$ cat src/rtl/videomem_wr_req.sv
// videomem_wr_req: buffers host pixel words into 8-word bursts and issues frame-buffer write requests.
// Ports: mem_clock/reset_n (async active-low); in_data/in_valid/in_sof/in_ready host stream;
// mem_ready/write_request/write_req_ack/write_addr request handshake; wdata/wdata_valid burst data;
// frame_done pulse at the last burst ack of a frame; sof_drop pulse when in_sof discards a partial buffer.
module videomem_wr_req #(
    parameter int DATA_W         = 16,
    parameter int BURST_LEN      = 8,
    parameter int MAX_NUM_HWRITE = 160,
    parameter int LINE_NUM       = 720
) (
    input  logic              mem_clock,
    input  logic              reset_n,
    input  logic [DATA_W-1:0] in_data,
    input  logic              in_valid,
    input  logic              in_sof,
    output logic              in_ready,
    input  logic              mem_ready,
    output logic              write_request,
    input  logic              write_req_ack,
    output logic [24:0]       write_addr,
    output logic [DATA_W-1:0] wdata,
    output logic              wdata_valid,
    output logic              frame_done,
    output logic              sof_drop
);
    typedef enum logic [1:0] {FILL, REQ, DATA} state_t;
    state_t            state_q, state_d;
    logic [2:0]        fill_q, fill_d;
    logic [DATA_W-1:0] burst_q [BURST_LEN];
    logic [DATA_W-1:0] burst_d [BURST_LEN];
    logic [12:0]       lines_q, lines_d;
    logic [8:0]        hw_q, hw_d;
    logic              in_ready_q, in_ready_d;
    logic              write_request_q, write_request_d;
    logic [DATA_W-1:0] wdata_q, wdata_d;
    logic              wdata_valid_q, wdata_valid_d;
    logic              frame_done_q, frame_done_d;
    logic              sof_drop_q, sof_drop_d;
    logic              last_hw, last_line;
    assign last_hw   = hw_q == 9'(MAX_NUM_HWRITE - 1);
    assign last_line = lines_q == 13'(LINE_NUM - 1);
    always_comb begin
        state_d         = state_q;
        fill_d          = fill_q;
        burst_d         = burst_q;
        lines_d         = lines_q;
        hw_d            = hw_q;
        write_request_d = 1'b0;
        wdata_d         = wdata_q;
        wdata_valid_d   = 1'b0;
        frame_done_d    = 1'b0;
        sof_drop_d      = 1'b0;
        case (state_q)
            FILL: if (in_valid && in_ready_q) begin
                if (in_sof) begin
                    burst_d[0] = in_data;
                    fill_d     = 3'd1;
                    lines_d    = '0;
                    hw_d       = '0;
                    sof_drop_d = fill_q != 3'd0;
                end else begin
                    burst_d[fill_q] = in_data;
                    fill_d          = fill_q + 3'd1;
                    state_d         = fill_q == 3'd7 ? REQ : FILL;
                end
            end
            REQ: if (write_request_q && write_req_ack) begin
                // word 0 is launched on the ack so wdata_valid starts the very next cycle
                state_d       = DATA;
                wdata_d       = burst_q[0];
                wdata_valid_d = 1'b1;
                fill_d        = 3'd1;
                frame_done_d  = last_hw && last_line;
            end else begin
                write_request_d = mem_ready;
            end
            // fill_q doubles as the drain index; wrapping back to 0 marks the cycle the 8th word is on the bus
            DATA: if (fill_q == 3'd0) begin
                state_d = FILL;
                hw_d    = last_hw ? 9'd0 : hw_q + 9'd1;
                lines_d = last_hw ? (last_line ? 13'd0 : lines_q + 13'd1) : lines_q;
            end else begin
                wdata_d       = burst_q[fill_q];
                wdata_valid_d = 1'b1;
                fill_d        = fill_q + 3'd1;
            end
            default: state_d = FILL;
        endcase
        in_ready_d = state_d == FILL;
    end
    always_ff @(posedge mem_clock or negedge reset_n) begin
        if (!reset_n) begin
            state_q         <= FILL;
            fill_q          <= '0;
            burst_q         <= '{default: '0};
            lines_q         <= '0;
            hw_q            <= '0;
            in_ready_q      <= 1'b0;
            write_request_q <= 1'b0;
            wdata_q         <= '0;
            wdata_valid_q   <= 1'b0;
            frame_done_q    <= 1'b0;
            sof_drop_q      <= 1'b0;
        end else begin
            state_q         <= state_d;
            fill_q          <= fill_d;
            burst_q         <= burst_d;
            lines_q         <= lines_d;
            hw_q            <= hw_d;
            in_ready_q      <= in_ready_d;
            write_request_q <= write_request_d;
            wdata_q         <= wdata_d;
            wdata_valid_q   <= wdata_valid_d;
            frame_done_q    <= frame_done_d;
            sof_drop_q      <= sof_drop_d;
        end
    end
    assign in_ready      = in_ready_q;
    assign write_request = write_request_q;
    assign write_addr    = {lines_q, hw_q, 3'b000};
    assign wdata         = wdata_q;
    assign wdata_valid   = wdata_valid_q;
    assign frame_done    = frame_done_q;
    assign sof_drop      = sof_drop_q;
endmodule
$ cat config.mk
export PLATFORM = sky130hd
export DESIGN_NAME = videomem_wr_req
export DESIGN_NICKNAME = d
export VERILOG_FILES = /design/src/rtl/videomem_wr_req.sv
export SDC_FILE = /design/constraint.sdc
export NUM_CORES = 1
export LEC_CHECK = 0
export BUFFER_PORTS_ARGS = -buffer_cell sky130_fd_sc_hd__buf_2
export CAP_MARGIN = 25
export CORE_UTILIZATION = 30
export DETAILED_ROUTE_END_ITERATION = 16
export GPL_ROUTABILITY_DRIVEN = 1
export MAX_ROUTING_LAYER = met4
export PLACE_DENSITY = 0.57
export SLEW_MARGIN = 5
export SYNTH_ARGS = -nofsm -noshare
export SYNTH_HDL_FRONTEND = slang
export SYNTH_SLANG_ARGS = --single-unit
$ cat constraint.sdc
create_clock -name mem_clock -period 2.8 [get_ports mem_clock]
set_input_delay 0.14 -clock mem_clock [delete_from_list [all_inputs] [get_ports mem_clock]]
set_output_delay 0.14 -clock mem_clock [all_outputs]
set_load 0.05 [all_outputs]
==> results of run 1 <==
-- path summary, 6_finish.rpt --
check	startpoint	endpoint	slack, ns
hold / removal	in_data[11]	burst_q[75]$_DFFE_PN0P_	0.05
setup reg to reg	state_q[0]$_DFF_PN0_	burst_q[28]$_DFFE_PN0P_	0.38
min in group asynchronous	reset_n	lines_q[7]$_DFFE_PN0P_	0.25
max in group asynchronous	reset_n	burst_q[109]$_DFFE_PN0P_	1.72
setup / recovery	state_q[0]$_DFF_PN0_	burst_q[28]$_DFFE_PN0P_	0.38
hold reg to reg	wdata[12]$_DFFE_PN0P_	wdata[12]$_DFFE_PN0P_	0.49
-- critical path: stages (launching register included) --
cell,delay [ns]
dfrtp_1,0.41
inv_1,0.12
ha_1,0.38
nand3_2,0.14
nor3_1,0.15
buf_4,0.16
nand3_2,0.31
buf_4,0.33
mux2_2,0.29
-- routing by layer --
layer,track usage,vias up,share of wire
met5,-,-,0
met4,0.0431,0,0.017
met3,0.0294,14,0.031
met2,0.241,111,0.47
met1,0.201,2892,0.48
li1,-,2572,-
-- power by group through the flow --
| stage | registers [W] | logic, W | clock network (W) |
|---|---|---|---|
| 6_report | 0.00390 | 0.00303 | 0.00250 |
| 5_1_grt | 0.00402 | 0.00325 | 0.00265 |
| 4_1_cts | 0.00390 | 0.00306 | 0.00257 |
| 3_5_place_dp | 0.00394 | 0.00305 | 0 |
| 3_3_place_gp | 0.00393 | 0.00299 | 0 |
| 2_1_floorplan | 0.00415 | 0.00203 | 0 |
-- cell type report --
type	count	area, sq um
repair buffers	96	597
clock inverters	15	198
inverters	12	45.0
well taps	372	465
multi-input cells	417	3760
clock buffers	17	425
flip-flops and latches	176	4410
fillers	2650	17400
-- through the flow --
step | worst slack [ns] | total power [W] | util
after global placement | 0.466 | 0.00692 | 0.339
after detailed placement | 0.391 | 0.00699 | 0.339
final | 0.380 | 0.00943 | 0.363
after global routing | 0.244 | 0.00993 | 0.363
after CTS | 0.370 | 0.00953 | 0.363
after floorplan | 0.366 | 0.00619 | -
-- synth_stat cells, drive strengths merged, types with 4 or more instances --
| cell type | instances | area share |
|---|---|---|
| a211o | 15 | 0.016 |
| a211oi | 10 | 0.0089 |
| a21oi | 12 | 0.0071 |
| a221oi | 14 | 0.015 |
| a22o | 5 | 0.0052 |
| and2 | 4 | 0.0030 |
| and3 | 18 | 0.013 |
| buf | 27 | 0.021 |
| clkbuf | 14 | 0.0062 |
| dfrtp | 176 | 0.52 |
| ha | 9 | 0.013 |
| inv | 12 | 0.0053 |
| mux2 | 145 | 0.20 |
| mux2i | 8 | 0.0095 |
| mux4 | 16 | 0.043 |
| nand2 | 20 | 0.0089 |
| nand2b | 8 | 0.0059 |
| nand3 | 13 | 0.010 |
| nand4 | 11 | 0.0082 |
| nor2 | 24 | 0.011 |
| nor3 | 23 | 0.015 |
| o21ai | 13 | 0.0077 |
| o22ai | 5 | 0.0037 |
| or3 | 5 | 0.0037 |
-- cell families after synthesis --
family	Yosys count	share of synthesized area
mux	169	0.250
other cells	1	0.000445
flops	176	0.523
simple gates	144	0.0971
buf+inv	53	0.0330
fa+ha+maj	9	0.0134
compound gates	92	0.0830
-- flip-flops by register name, summed over array words and instances, names as in the netlist, 2 cells and up --
name     flops
burst_q    128
wdata       16
lines_q     13
hw_q         9
fill_q       3
state_q      2
-- what timing repair did --
action / CTS / global route
hold buffers: 2 / 0
endpoints found under the setup margin: 0 / 0
endpoints found under the hold margin: 64 / 0
==> impl_metrics.sql, run 1 <==
INSERT INTO impl_metrics (metric_group, metric, value, unit) VALUES
('synthesis', 'synth_enable_flop_cells', '0', ''),
('power_and_ir_drop', 'power.share.clock', '0.265', ''),
('cells_and_area', 'final_layout_size_suffix_gt1_frac', '0.416', ''),
('worst_setup_path', 'setup.worst_path.end_class', 'flop', ''),
('min_path', 'min_delay_worst_type', 'in -> reg', ''),
('cells_and_area', 'layout.cells.most_common', 'dfrtp_1', ''),
('die', 'row_count', '60', ''),
('power_and_ir_drop', 'pwr-share-comb', '0.321', ''),
('sta', 'min_period', '2.42', 'ns'),
('placement', 'place_area', '9250', 'sq um'),
('sta', 'worst_hold_slack', '0.0543', 'ns'),
('synthesis', 'synthDistinctLibCells', '62', ''),
('worst_setup_path', 'crit_path_max_fanout', '9', ''),
('routing', 'postRouteAntennaNets', '0', ''),
('die', 'design.core.area', '27300', 'sq um'),
('power_and_ir_drop', 'power_density', '953', 'nW/um^2'),
('synthesis', 'syn-instance-count', '644', ''),
('worst_setup_path', 'critical_path.startpoint_type', 'flop', ''),
('placement', 'placedCellCount', '1071', ''),
('routing', 'route.final.wire_length', '20400', 'um'),
('power_and_ir_drop', 'irDropWorstVdd', '539', 'uV'),
('placement', 'detailed_place_hpwl', '12900', 'um'),
('clock_tree', 'clk_pin_slew_worst_paths', '0.07', 'ns'),
('routing', 'drt_pre_antenna_iters', '6', ''),
('routing', 'detail_route.drc_violations', '0', ''),
('grt', 'grt_pass1_wl', '33100', 'um'),
('die', 'horizontal_die_dimension', '170', 'um'),
('sta', 'setup-violations-final', '0', ''),
('clock_tree', 'tritoncts.num_buffers', '17', ''),
('clock_tree', 'cts-root-to-sink-buffers', '2', ''),
('cells_and_area', 'antenna-diode-count', '0', ''),
('routing', 'route.detailed.vias_per_inst', '5.06', ''),
('clock_tree', 'postCtsSetupRepairBufs', '0', ''),
('power_and_ir_drop', 'p_leak', '4.46', 'nW'),
('sta', 'finalCritPeriodShare', '0.864', ''),
('sta', 'finalMaxSlewViolations', '0', ''),
('job', 'maxCapViolCount', '0', ''),
('clock_tree', 'cts_htree_levels', '4', ''),
('die', 'floorplan.initialDensity', '0.309', ''),
('cells_and_area', 'synthToLayoutAreaGrowth', '17.4', '%'),
('cells_and_area', 'final_area', '9890', 'sq um'),
('synthesis', 'netlist_area', '8430', 'sq um'),
('clock_tree', 'total_clock_sinks', '176', ''),
('worst_setup_path', 'cp_data_required_time', '3.11', 'ns'),
('synthesis', 'synth_flop_cell', 'dfrtp_1', ''),
('power_and_ir_drop', 'switchingPower', '0.00313', 'W'),
('grt', 'antenna_found_initial', '0', ''),
('cells_and_area', 'stdcell_count', '1105', ''),
('sta', 'slew_headroom', '0.535', ''),
('power_and_ir_drop', 'intPower', '0.00630', 'W'),
('die', 'design.die.area', '28800', 'sq um'),
('sta', 'unrepaired_setup_endpoints_after_global_routing', 'false', ''),
('placement', 'port_buffers', '64', ''),
('synthesis', 'postSynth.asyncResetShare', '1.00', ''),
('grt', 'number_of_global_route_vias_before_repair', '5746', ''),
('die', 'die-height', '170', 'um'),
('worst_setup_path', 'cp_data_arrival_time', '2.73', 'ns'),
('sta', 'max_freq', '413', 'MHz'),
('clock_tree', 'cts.repair.resized', '0', ''),
('sta', 'worst_slew_pin_slew', '0.695', 'ns'),
('clock_tree', 'clock_latency_on_the_worst_skew_pair', '0.43', 'ns'),
('synthesis', 'yosysSeqAreaShare', '0.523', ''),
('routing', 'detail_route.wl_per_cell', '18.4', 'um'),
('sta', 'timing.setup.tns', '0', 'ns'),
('cells_and_area', 'layout.nets', '751', ''),
('grt', 'global_route.usage.total', '0.153', ''),
('outcome', 'outcome', 'finished clean', ''),
('placement', 'place.gp.congestion', '0.831', ''),
('sta', 'clock_skew', '0.0101', 'ns'),
('sta', 'hold_violation_total_from_the_final_report', '0', ''),
('worst_setup_path', 'worstSetupPathType', 'reg -> reg', '');
(Power assumes the default switching activity.)
==> inputs of run 2 (changes only) <==
Settings changed: PLACE_DENSITY 0.57 to 0.58.
Clock period 2.8 ns to 2.2 ns, I/O delays scaled along.
==> impl_metrics.sql, run 2 (synthesis gave the netlist of run 1 again) <==
INSERT INTO impl_metrics (metric_group, metric, value, unit) VALUES
('cells_and_area', 'stdcell_count', '1130', ''),
('worst_setup_path', 'r2r.worst_path.cells', '8', ''),
('cells_and_area', 'layout.nets', '775', ''),
('sta', 'worst_hold_slack', '0.0277', 'ns'),
('cells_and_area', 'final_layout_size_suffix_gt1_frac', '0.441', ''),
('job', 'maxCapViolCount', '0', ''),
('die', 'ios', '68', ''),
('outcome', 'outcome', 'finished clean', ''),
('clock_tree', 'postCtsSetupRepairBufs', '0', ''),
('grt', 'use_met3', '0.0240', ''),
('cells_and_area', 'largest_register_ff_count', '128', ''),
('clock_tree', 'cts-root-to-sink-buffers', '2', ''),
('routing', 'drt_pre_antenna_iters', '4', ''),
('cells_and_area', 'layout.cells.most_common', 'dfrtp_1', ''),
('sta', 'setup-violations-final', '0', ''),
('routing', 'postRouteAntennaNets', '0', ''),
('sta', 'finalWorstSetupSlack', '0.0651', 'ns'),
('worst_setup_path', 'worstSetupPathType', 'reg -> reg', ''),
('sta', 'min_period', '2.13', 'ns'),
('worst_setup_path', 'critical_path.startpoint_type', 'flop', ''),
('routing', 'detail_route.drc_violations', '0', ''),
('cells_and_area', 'seqCellArea', '4410', 'sq um'),
('min_path', 'min_delay_worst_type', 'in -> reg', ''),
('grt', 'grt_busiest_layer', 'met2', ''),
('grt', 'largest_net_degree_at_the_start_of_global_routing', '62', ''),
('cells_and_area', 'synthToLayoutAreaGrowth', '20.9', '%'),
('worst_setup_path', 'crit_path_max_fanout', '6', ''),
('die', 'horizontal_die_dimension', '170', 'um'),
('routing', 'via_count', '5589', ''),
('power_and_ir_drop', 'power_density', '1190', 'nW/um^2'),
('sta', 'hold_violation_total_from_the_final_report', '0', ''),
('clock_tree', 'clock_latency_on_the_worst_skew_pair', '0.43', 'ns'),
('clock_tree', 'cts_htree_levels', '4', ''),
('sta', 'slew_headroom', '0.609', ''),
('die', 'row_count', '60', ''),
('worst_setup_path', 'cp_data_required_time', '2.51', 'ns'),
('power_and_ir_drop', 'totalPowerFinal', '0.0121', 'W'),
('routing', 'route.final.wire_length', '19800', 'um'),
('die', 'floorplan.initialDensity', '0.309', ''),
('clock_tree', 'cts_tree', 'yes', ''),
('cells_and_area', 'most-common-layout-cells', 'dfrtp_1, mux2_2, buf_2', ''),
('worst_setup_path', 'setup.reg_to_reg.worst_slack', '0.07', 'ns'),
('cells_and_area', 'largest_register', 'burst_q', ''),
('grt', 'grt.met1_usage', '0.204', ''),
('sta', 'finalCritPeriodShare', '0.970', ''),
('die', 'die-height', '170', 'um'),
('clock_tree', 'clk_pin_slew_worst_paths', '0.07', 'ns'),
('routing', 'dr.first_iter.drc_count', '401', ''),
('worst_setup_path', 'cp_data_arrival_time', '2.45', 'ns'),
('power_and_ir_drop', 'irDropWorstVdd', '587', 'uV'),
('routing', 'route.detailed.vias_per_inst', '4.95', ''),
('grt', 'antenna_found_initial', '0', ''),
('grt', 'number_of_global_route_vias_before_repair', '5722', ''),
('sta', 'finalMaxSlewViolations', '0', ''),
('placement', 'place_ws', '0.0394', 'ns'),
('grt', 'use_met2', '0.235', ''),
('worst_setup_path', 'setup.worst_path.end_class', 'flop', ''),
('sta', 'clock_skew', '0.0105', 'ns'),
('placement', 'place.gp.congestion', '0.862', ''),
('sta', 'timing.setup.tns', '0', 'ns'),
('placement', 'placedCellCount', '1094', ''),
('cells_and_area', 'n_fill_cell', '2677', ''),
('grt', 'global_route.usage.total', '0.152', ''),
('placement', 'port_buffers', '64', ''),
('routing', 'detail_route.wl_per_cell', '17.5', 'um'),
('die', 'design.core.area', '27300', 'sq um'),
('sta', 'worst_slew_pin_slew', '0.587', 'ns'),
('clock_tree', 'clock-root-buffer', 'clkbuf_16', ''),
('sta', 'max_freq', '468', 'MHz'),
('die', 'design.die.area', '28800', 'sq um'),
('clock_tree', 'tritoncts.num_buffers', '17', ''),
('clock_tree', 'total_clock_sinks', '176', ''),
('cells_and_area', 'multi_input_comb_area', '3780', 'sq um'),
('sta', 'unrepaired_setup_endpoints_after_global_routing', 'true', ''),
('min_path', 'whs_path_depth', '2', ''),
('grt', 'globalRoute.totalOverflow', '0', ''),
('power_and_ir_drop', 'p_leak', '4.60', 'nW'),
('grt', 'grt_pass1_wl', '32700', 'um'),
('placement', 'detailed_place_hpwl', '13100', 'um');
run 2: cell count changes in the layout (fill, tap and decap cells not counted), moves of 2 or more:
cell | previous run | this run
dfrtp_2 | 2 | 4
buf_12 | 2 | 7
buf_4 | 28 | 43
buf_6 | 1 | 4
dfrtp_1 | 174 | 172
nor3_4 | 0 | 2
run 2: metrics by stage:
step | area (sq um) | util
floorplan | 8470 | -
global placement | 9490 | 0.348
detailed placement | 9490 | 0.348
CTS | 10100 | 0.372
global route | 10200 | 0.374
finish | 10200 | 0.374
run 2: cell type report:
| type | instances | area share |
|---|---|---|
| sequential | 176 | 0.433 |
| multi-input combinational | 417 | 0.372 |
| timing repair buffer | 120 | 0.0838 |
| tap | 372 | 0.0457 |
| clock buffer | 17 | 0.0418 |
| clock inverter | 15 | 0.0197 |
| inverter | 12 | 0.00442 |
| antenna | 1 | 0.000246 |
run 2: metal layers:
metal	vias up	part of all wire
met4	0	0.015
met3	16	0.026
met1	2866	0.48
met5	-	0
li1	2613	-
met2	94	0.48
run 2: timing repair:
action,in CTS,in global routing
endpoints found under the hold margin,58,0
hold buffers,3,0
setup endpoints to repair,0,52
gates resized for setup,0,8
run 2: final timing paths:
check,startpoint,endpoint
setup / recovery,state_q[1]$_DFF_PN0_,burst_q[10]$_DFFE_PN0P_
hold / removal,in_data[0],burst_q[16]$_DFFE_PN0P_
setup reg to reg,state_q[1]$_DFF_PN0_,burst_q[10]$_DFFE_PN0P_
hold reg to reg,wdata[13]$_DFFE_PN0P_,wdata[13]$_DFFE_PN0P_
max in group asynchronous,reset_n,burst_q[76]$_DFFE_PN0P_
min in group asynchronous,reset_n,lines_q[7]$_DFFE_PN0P_
run 2: worst max-delay path, cell delays in order, from the launching register on:
cell and delay [ns]:
dfrtp_1 0.42, inv_1 0.10, ha_2 0.22, nand3_2 0.10, or2_1 0.27, buf_4 0.17
nor3_2 0.16, buf_4 0.22, mux2_2 0.35
run 2: where the power goes:
| part | internal (W) | switching [W] |
|---|---|---|
| clock network | 0.00174 | 0.00145 |
| logic | 0.00200 | 0.00195 |
| registers | 0.00437 | 0.000559 |
| total | 0.00811 | 0.00396 |
